`config.mk`:
```
export PLATFORM = sky130hd
export DESIGN_NAME = reg_dump_sequencer
export DESIGN_NICKNAME = d
export VERILOG_FILES = /design/src/rtl/reg_dump_sequencer.sv
export SDC_FILE = /design/constraint.sdc
export NUM_CORES = 1
export LEC_CHECK = 0
export CELL_PAD_IN_SITES_DETAIL_PLACEMENT = 2
export CELL_PAD_IN_SITES_GLOBAL_PLACEMENT = 2
export CORE_UTILIZATION = 29
export DETAILED_ROUTE_END_ITERATION = 12
export PLACE_DENSITY_LB_ADDON = 0.25
export SYNTH_ARGS = -nofsm -noshare
export SYNTH_HDL_FRONTEND = slang
export SYNTH_SLANG_ARGS = --single-unit
```
`constraint.sdc`:
```
create_clock -name clk -period 2.65 [get_ports clk]
set_clock_uncertainty 0.2 [all_clocks]
set_input_delay 0.265 -clock clk [delete_from_list [all_inputs] [get_ports clk]]
set_output_delay 0.265 -clock clk [all_outputs]
set_load 0.02 [all_outputs]
```
`src/rtl/reg_dump_sequencer.sv`:
```
// Streams a header byte then every register MSB-first to a byte transmitter.
// Latency: header offered one cycle after start; one LOAD bubble per register.
// Backpressure: txValid/txData hold while txReady=0; abort drops to IDLE next edge.
module reg_dump_sequencer #(
    parameter int unsigned NUM_REGS = 32,
    parameter logic [7:0]  HEADER   = 8'hA5
) (
    input  logic        clk,
    input  logic        reset,
    input  logic        start,
    input  logic        abort,
    output logic [4:0]  regAddr,
    input  logic [31:0] regData,
    output logic [7:0]  txData,
    output logic        txValid,
    input  logic        txReady,
    output logic        busy,
    output logic        pipeEnable,
    output logic        done
);

    typedef enum logic [2:0] {IDLE, HDR, LOAD, SEND, DONE} state_t;

    localparam logic [4:0] LAST_ADDR = 5'(NUM_REGS - 1);

    state_t      state_q;
    logic [31:0] shift_q;
    logic [1:0]  byte_cnt_q;
    logic [4:0]  addr_q;
    logic        tx_valid_q;
    logic        busy_q;
    logic        done_q;

    // The header is parked in the top byte of the shift register so txData
    // is always shift_q[31:24] and every output comes straight from a flop.
    always_ff @(posedge clk or negedge reset) begin
        if (!reset) begin
            state_q    <= IDLE;
            shift_q    <= '0;
            byte_cnt_q <= '0;
            addr_q     <= '0;
            tx_valid_q <= 1'b0;
            busy_q     <= 1'b0;
            done_q     <= 1'b0;
        end else if (abort && state_q != IDLE) begin
            state_q    <= IDLE;
            tx_valid_q <= 1'b0;
            busy_q     <= 1'b0;
            done_q     <= 1'b0;
        end else begin
            case (state_q)
                IDLE: begin
                    if (start) begin
                        state_q    <= HDR;
                        shift_q    <= {HEADER, 24'h000000};
                        tx_valid_q <= 1'b1;
                        busy_q     <= 1'b1;
                    end
                end
                HDR: begin
                    if (tx_valid_q && txReady) begin
                        addr_q     <= '0;
                        tx_valid_q <= 1'b0;
                        state_q    <= LOAD;
                    end
                end
                LOAD: begin
                    shift_q    <= regData;
                    byte_cnt_q <= '0;
                    tx_valid_q <= 1'b1;
                    state_q    <= SEND;
                end
                SEND: begin
                    if (tx_valid_q && txReady) begin
                        if (byte_cnt_q != 2'd3) begin
                            shift_q    <= {shift_q[23:0], 8'h00};
                            byte_cnt_q <= byte_cnt_q + 2'd1;
                        end else if (addr_q < LAST_ADDR) begin
                            addr_q     <= addr_q + 5'd1;
                            tx_valid_q <= 1'b0;
                            state_q    <= LOAD;
                        end else begin
                            tx_valid_q <= 1'b0;
                            done_q     <= 1'b1;
                            state_q    <= DONE;
                        end
                    end
                end
                DONE: begin
                    done_q  <= 1'b0;
                    busy_q  <= 1'b0;
                    state_q <= IDLE;
                end
                default: begin
                    state_q    <= IDLE;
                    tx_valid_q <= 1'b0;
                    busy_q     <= 1'b0;
                    done_q     <= 1'b0;
                end
            endcase
        end
    end

    assign regAddr    = addr_q;
    assign txData     = shift_q[31:24];
    assign txValid    = tx_valid_q;
    assign busy       = busy_q;
    assign pipeEnable = ~busy_q;
    assign done       = done_q;

endmodule

```
==> results.tsv, run 1 <==
stage	metric	value	unit
global_route	grt_use_met2	0.254	
status	outcome	complete, no violations	
sta	tightest_slew	0.573	ns
floorplanning	die-area	8770	sq um
clocking	clk_pin_slew	0.09	ns
placed_design	routabilityCongestion	0.732	
floorplanning	initial_utilization	0.298	
global_route	gr-usage-met1	0.193	
sta	finalSetupViolations	0	
floorplanning	die_h	93.6	um
global_route	grt_overflow_total	0	
clocking	numCtsBuffers	5	
sta	tns	0	ns
sta	period_minus_slack	2.25	ns
detailed_routing	drt_iter0_drc	64	
detailed_routing	firstDrtPassIters	4	
detailed_routing	wl_per_cell	15.4	um
floorplanning	core_area	8180	sq um
global_route	grt_pass1_vias	2038	
synthesis	synth-seq-area-share	0.462	
worst_setup_path	cp.required	2.65	ns
sta	fin_ws	0.397	ns
sta	fmax	444	MHz
synthesis	syn-num-nets	275	
synthesis	syn_area	2430	sq um
global_route	grt_max_degree	33	
synthesis	postSynthAreaPerCell	10.3	sq um
worst_setup_path	path_class	reg2reg	
detailed_routing	vias	1846	
placed_design	post-dp-hpwl	4.30	mm
placed_design	portBuffers	53	
global_route	globalRouteTotalUtil	0.151	
synthesis	netlist_instances	236	
synthesis	synth_edf_count	0	
detailed_routing	via_per_inst	4.79	
cells_and_area	fillers	873	
cells_and_area	final_area	3150	sq um
sta	grt_setup_unrepaired	no	
sta	slew_violations	0	
clocking	cts_resized	0	
power_and_ir_drop	p_leak	0.00137	uW
worst_setup_path	arrival	2.26	ns
placed_design	place_ws	0.204	ns
global_route	use_met3	0.0341	
clocking	htreeDepth	2	
placed_design	dpl-instance-area	3020	sq um
floorplanning	dieWidth	93.6	um
sta	finalCritPeriodShare	0.850	
floorplanning	core.rowCount	33	
worst_setup_path	cp-end-kind	register	
synthesis	ys_async_sr_fraction	1.00	
power_and_ir_drop	p_per_area	785	nW/um^2
worst_setup_path	reg2reg_depth	4	
synthesis	synth_seq_cells	45	
cells_and_area	final_core_util	0.385	
sta	slew-limit-headroom	0.617	
detailed_routing	drc	0	
clocking	cts.root.buffer_cell	clkbuf_8	
worst_setup_path	start_kind	register	
cells_and_area	seq_area	1130	sq um
clocking	cts_buffer_depth	2	
global_route	antenna_found_initial	0	
sta	hold_viol_final	0	
synthesis	yosysUniqueCellTypes	38	
clocking	worstSkewPairLatency	0.30	ns
synthesis	ys_warn_count	0	
synthesis	ys.flop_type	dfrtp_1	
worst_setup_path	crit_path_top_delay_cell	or4b_1	
worst_hold_path	hold_class	in2async	
cells_and_area	antenna_cells	0	
flow_run	cap_violations	0	
global_route	grt_first_pass_wirelength	10.1	mm
cells_and_area	synthToLayoutAreaGrowth	29.2	%
cells_and_area	multiInputGateArea	1130	sq um
clocking	clock-sinks	45	
worst_setup_path	crit_chain	nor2b_1 -> or4b_1 -> or2_4 -> o41ai_2	
detailed_routing	ant_nets	0	
cells_and_area	final_layout_size_suffix_gt1_frac	0.161	
detailed_routing	wl	5.92	mm
power_and_ir_drop	irDropWorstVdd	234	uV
global_route	busiest_layer	met2	
clocking	cts_tree	built	
floorplanning	pin_count	54	
worst_setup_path	cp_max_fo	11	
worst_setup_path	reg2reg_slack	0.40	ns
cells_and_area	nNetsFinal	318	
worst_setup_path	critPathMaxStageDelay	0.61	ns
==> power by group <==
part           leakage (uW)  switching, uW  internal (uW)
combinational      0.000728            496            504
clock             0.0000554            247            283
sequential         0.000588            120            818
total               0.00137            863           1610
==> area by class of cell <==
class / instances / area share
clock buffers: 6 / 0.0231
clock inverters: 2 / 0.0123
inverters: 13 / 0.0155
multi-input cells: 153 / 0.358
flip-flops and latches: 45 / 0.358
well taps: 105 / 0.0418
repair buffers: 61 / 0.191
==> synth_stat cells (2+ instances only) <==
library cell,number,share of area
dfrtp_1,45,0.46
mux2i_1,33,0.14
nor2_1,31,0.048
mux2_2,23,0.11
nand2_1,17,0.026
inv_1,12,0.018
clkbuf_1,10,0.015
buf_4,9,0.028
o21ai_0,6,0.012
buf_2,5,0.010
o31ai_1,4,0.012
a31oi_1,3,0.0077
nand2b_1,3,0.0077
nand3_1,3,0.0062
nor2b_1,3,0.0077
a21oi_1,2,0.0041
a22oi_1,2,0.0062
ha_1,2,0.010
nand3b_1,2,0.0062
nor4_1,2,0.0051
o2bb2ai_1,2,0.0072
==> critical path: cells and delay by family (launching register included) <==
kind             cells  cell delay [ns]
AND/OR/NAND/NOR      3             1.14
flip-flops           1             0.51
AO/OA/AOI/OAI        1             0.30
==> logic make-up (layout without fill, tap and decap cells) <==
kind of cell,after synthesis,count (layout),share of synthesized area
AOI/OAI and AO/OA,25,25,0.0740
adders and majority gates,2,2,0.0103
buffers and inverters,38,82,0.0750
DFF,45,45,0.462
muxes,57,57,0.247
and+or+nand+nor,69,69,0.132
==> path summary, 6_finish.rpt <==
check | start | to
max | state_q[1] | regAddr[4]
min | reset | shift_q[25]
max reg2reg | state_q[1] | regAddr[4]
min reg2reg | shift_q[21] | shift_q[21]
max in group asynchronous | reset | shift_q[7]
min in group clk | regData[2] | shift_q[2]
==> registers in the layout, summed over array words and instances, names as in the netlist <==
name and cells:
busy 1, byte_cnt_q 2, done 1, regAddr 5, shift_q 32, state_q 3
txValid 1
==> stage by stage <==
stage	power (uW)	std cells	hold slack, ns
2_1_floorplan	1650	236	-0.231
3_3_place_gp	1950	376	-0.00550
3_5_place_dp	1980	376	0.00242
4_1_cts	2520	385	0.207
5_1_grt	2640	385	0.212
6_report	2470	385	0.192
==> layer usage <==
layer	wire (um)	part of all wire
met1	2750	0.46
met2	2880	0.49
met3	218	0.037
met5	0	0
met4	74	0.013
==> cell usage in the layout (no fill, tap or decap), types with 2 or more instances in the layout <==
cell,n
clkbuf_8,5
nand2b_1,3
buf_4,6
nand3b_1,2
o21ai_0,6
nor2_1,31
inv_1,12
ha_1,2
o2bb2ai_1,2
mux2_2,23
clkdlybuf4s50_1,52
nor2b_1,3
nand2_1,17
mux2i_1,33
a22oi_1,2
a21oi_1,2
o31ai_1,4
dfrtp_1,44
a31oi_1,3
nor4_1,2
nand3_1,3
==> timing repair <==
| action | CTS | global route |
|---|---|---|
| setup buffers | 0 | 0 |
| hold buffers | 1 | 0 |
| endpoints found under the hold margin | 11 | 0 |
No activity file was read; power rests on OpenSTA's default activity.
==> run 2: changes to the inputs <==
--- a/config.mk
+++ b/config.mk
@@ -5,11 +5,14 @@
 export SDC_FILE = /design/constraint.sdc
 export NUM_CORES = 1
 export LEC_CHECK = 0
+export CAP_MARGIN = 20
 export CELL_PAD_IN_SITES_DETAIL_PLACEMENT = 2
 export CELL_PAD_IN_SITES_GLOBAL_PLACEMENT = 2
+export CORE_MARGIN = 1.5
 export CORE_UTILIZATION = 29
 export DETAILED_ROUTE_END_ITERATION = 12
 export PLACE_DENSITY_LB_ADDON = 0.25
+export SLEW_MARGIN = 20
 export SYNTH_ARGS = -nofsm -noshare
 export SYNTH_HDL_FRONTEND = slang
 export SYNTH_SLANG_ARGS = --single-unit
==> results.tsv, run 2 (same netlist as run 1, synthesis figures left out) <==
stage	metric	value	unit
worst_setup_path	cp.required	2.65	ns
clocking	clock-sinks	45	
sta	fmax	450	MHz
global_route	grt_pass1_vias	2006	
worst_setup_path	reg2reg_to	regAddr[4]	
cells_and_area	nNetsFinal	316	
clocking	cts_buffer_depth	2	
cells_and_area	final_layout_size_suffix_gt1_frac	0.155	
worst_hold_path	hold_class	in2async	
floorplanning	core_area	8180	sq um
worst_setup_path	start_kind	register	
worst_setup_path	cp_max_fo	11	
cells_and_area	multiInputGateArea	1130	sq um
sta	slew_violations	0	
sta	tightest_slew	0.660	ns
detailed_routing	wl	6.03	mm
sta	finalCritPeriodShare	0.838	
global_route	grt_overflow_total	0	
placed_design	routabilityCongestion	0.769	
global_route	globalRouteTotalUtil	0.146	
global_route	antenna_found_initial	0	
detailed_routing	via_per_inst	4.82	
power_and_ir_drop	power.total	2370	uW
clocking	htreeDepth	2	
power_and_ir_drop	p_per_area	761	nW/um^2
floorplanning	die_h	94.6	um
detailed_routing	vias	1847	
clocking	cts.root.buffer_cell	clkbuf_8	
placed_design	portBuffers	53	
cells_and_area	top_register	shift_q	
floorplanning	pin_count	54	
cells_and_area	fillers	889	
floorplanning	core.rowCount	33	
floorplanning	die-area	8950	sq um
worst_setup_path	crit_path_start	state_q[1]	
flow_run	cap_violations	0	
cells_and_area	antenna_cells	0	
sta	fin_hold_ws	0.283	ns
floorplanning	dieWidth	94.6	um
clocking	cts_resized	0	
global_route	grt_max_degree	33	
cells_and_area	synthToLayoutAreaGrowth	28.1	%
sta	slew-limit-headroom	0.559	
cells_and_area	final_cell_mix	clkdlybuf4s50_1, dfrtp_1, mux2i_1	
power_and_ir_drop	irDropWorstVdd	259	uV
detailed_routing	drt_iter0_drc	43	
detailed_routing	firstDrtPassIters	4	
detailed_routing	ant_nets	0	
cells_and_area	mostFrequentLayoutCell	clkdlybuf4s50_1	
clocking	numCtsBuffers	5	
clocking	cts_tree	built	
worst_setup_path	path_class	reg2reg	
worst_setup_path	endpoint	regAddr[4]	
sta	hold_viol_final	0	
floorplanning	initial_utilization	0.298	
sta	finalSetupViolations	0	
clocking	clk_pin_slew	0.09	ns
sta	grt_setup_unrepaired	no	
worst_setup_path	reg2reg_slack	0.43	ns
sta	period_minus_slack	2.22	ns
sta	tns	0	ns
worst_setup_path	r2r-start	state_q[1]	
detailed_routing	wl_per_cell	15.7	um
status	outcome	complete, no violations	
worst_setup_path	reg2reg_depth	4	
placed_design	post-dp-hpwl	4.33	mm
detailed_routing	drc	0	
clocking	worstSkewPairLatency	0.30	ns
worst_setup_path	cp-end-kind	register	
global_route	grt_first_pass_wirelength	9.94	mm
cells_and_area	largest_register_ffs	32	
power_and_ir_drop	p_leak	0.00135	uW
cells_and_area	seq_area	1130	sq um
worst_setup_path	arrival	2.22	ns
==> run 2: worst max-delay path: stages (launching register included) <==
cell and delay [ns]:
dfrtp_1 0.50, nor2b_1 0.21, or4b_1 0.60, or2_4 0.31, o41ai_2 0.30
==> run 2: area by class of cell <==
class	count	share of cell area
multi-input combinational	153	0.361
tap	105	0.0421
clock buffer	6	0.0233
timing repair buffer	59	0.192
sequential	45	0.361
clock inverter	2	0.00481
inverter	13	0.0156
==> run 2: layer usage <==
| layer | up-vias | global-route usage | part of all wire | wire length [um] |
|---|---|---|---|---|
| met5 | - | 0 | 0 | 0 |
| met4 | 0 | 0.0410 | 0.010 | 63 |
| met3 | 4 | 0.0266 | 0.030 | 183 |
| met2 | 33 | 0.242 | 0.48 | 2920 |
| met1 | 929 | 0.193 | 0.48 | 2860 |
| li1 | 881 | - | - | - |
==> run 2: what timing repair did <==
action,CTS,global route
buffers inserted,0,0
hold buffers,1,0
endpoints found under the hold margin,20,0
==> run 2: per-stage QoR <==
step                area, sq um  instances  worst slack, ns   util
floorplan                  2430        236            0.584      -
global placement           3020        374            0.234  0.370
detailed placement         3020        374            0.189  0.370
CTS                        3120        383            0.400  0.382
global route               3120        383            0.324  0.382
finish                     3120        383            0.430  0.382
==> run 2: worst min-delay path by stage <==
| stage | to | slack (ns) | cells past startpoint |
|---|---|---|---|
| 3_5_place_dp | txValid | 0.09 | 1 |
| 6_report | shift_q[14] | 0.28 | 2 |
| 3_3_place_gp | txValid | 0.09 | 1 |
| 4_1_cts | shift_q[14] | 0.30 | 2 |
| 5_1_grt | shift_q[1] | 0.31 | 3 |
| 2_1_floorplan | busy | -0.23 | 0 |
==> run 2: where the power goes <==
group          switching (uW)  internal (uW)
Combinational             509            503
Clock                     244            186
Sequential                112            818
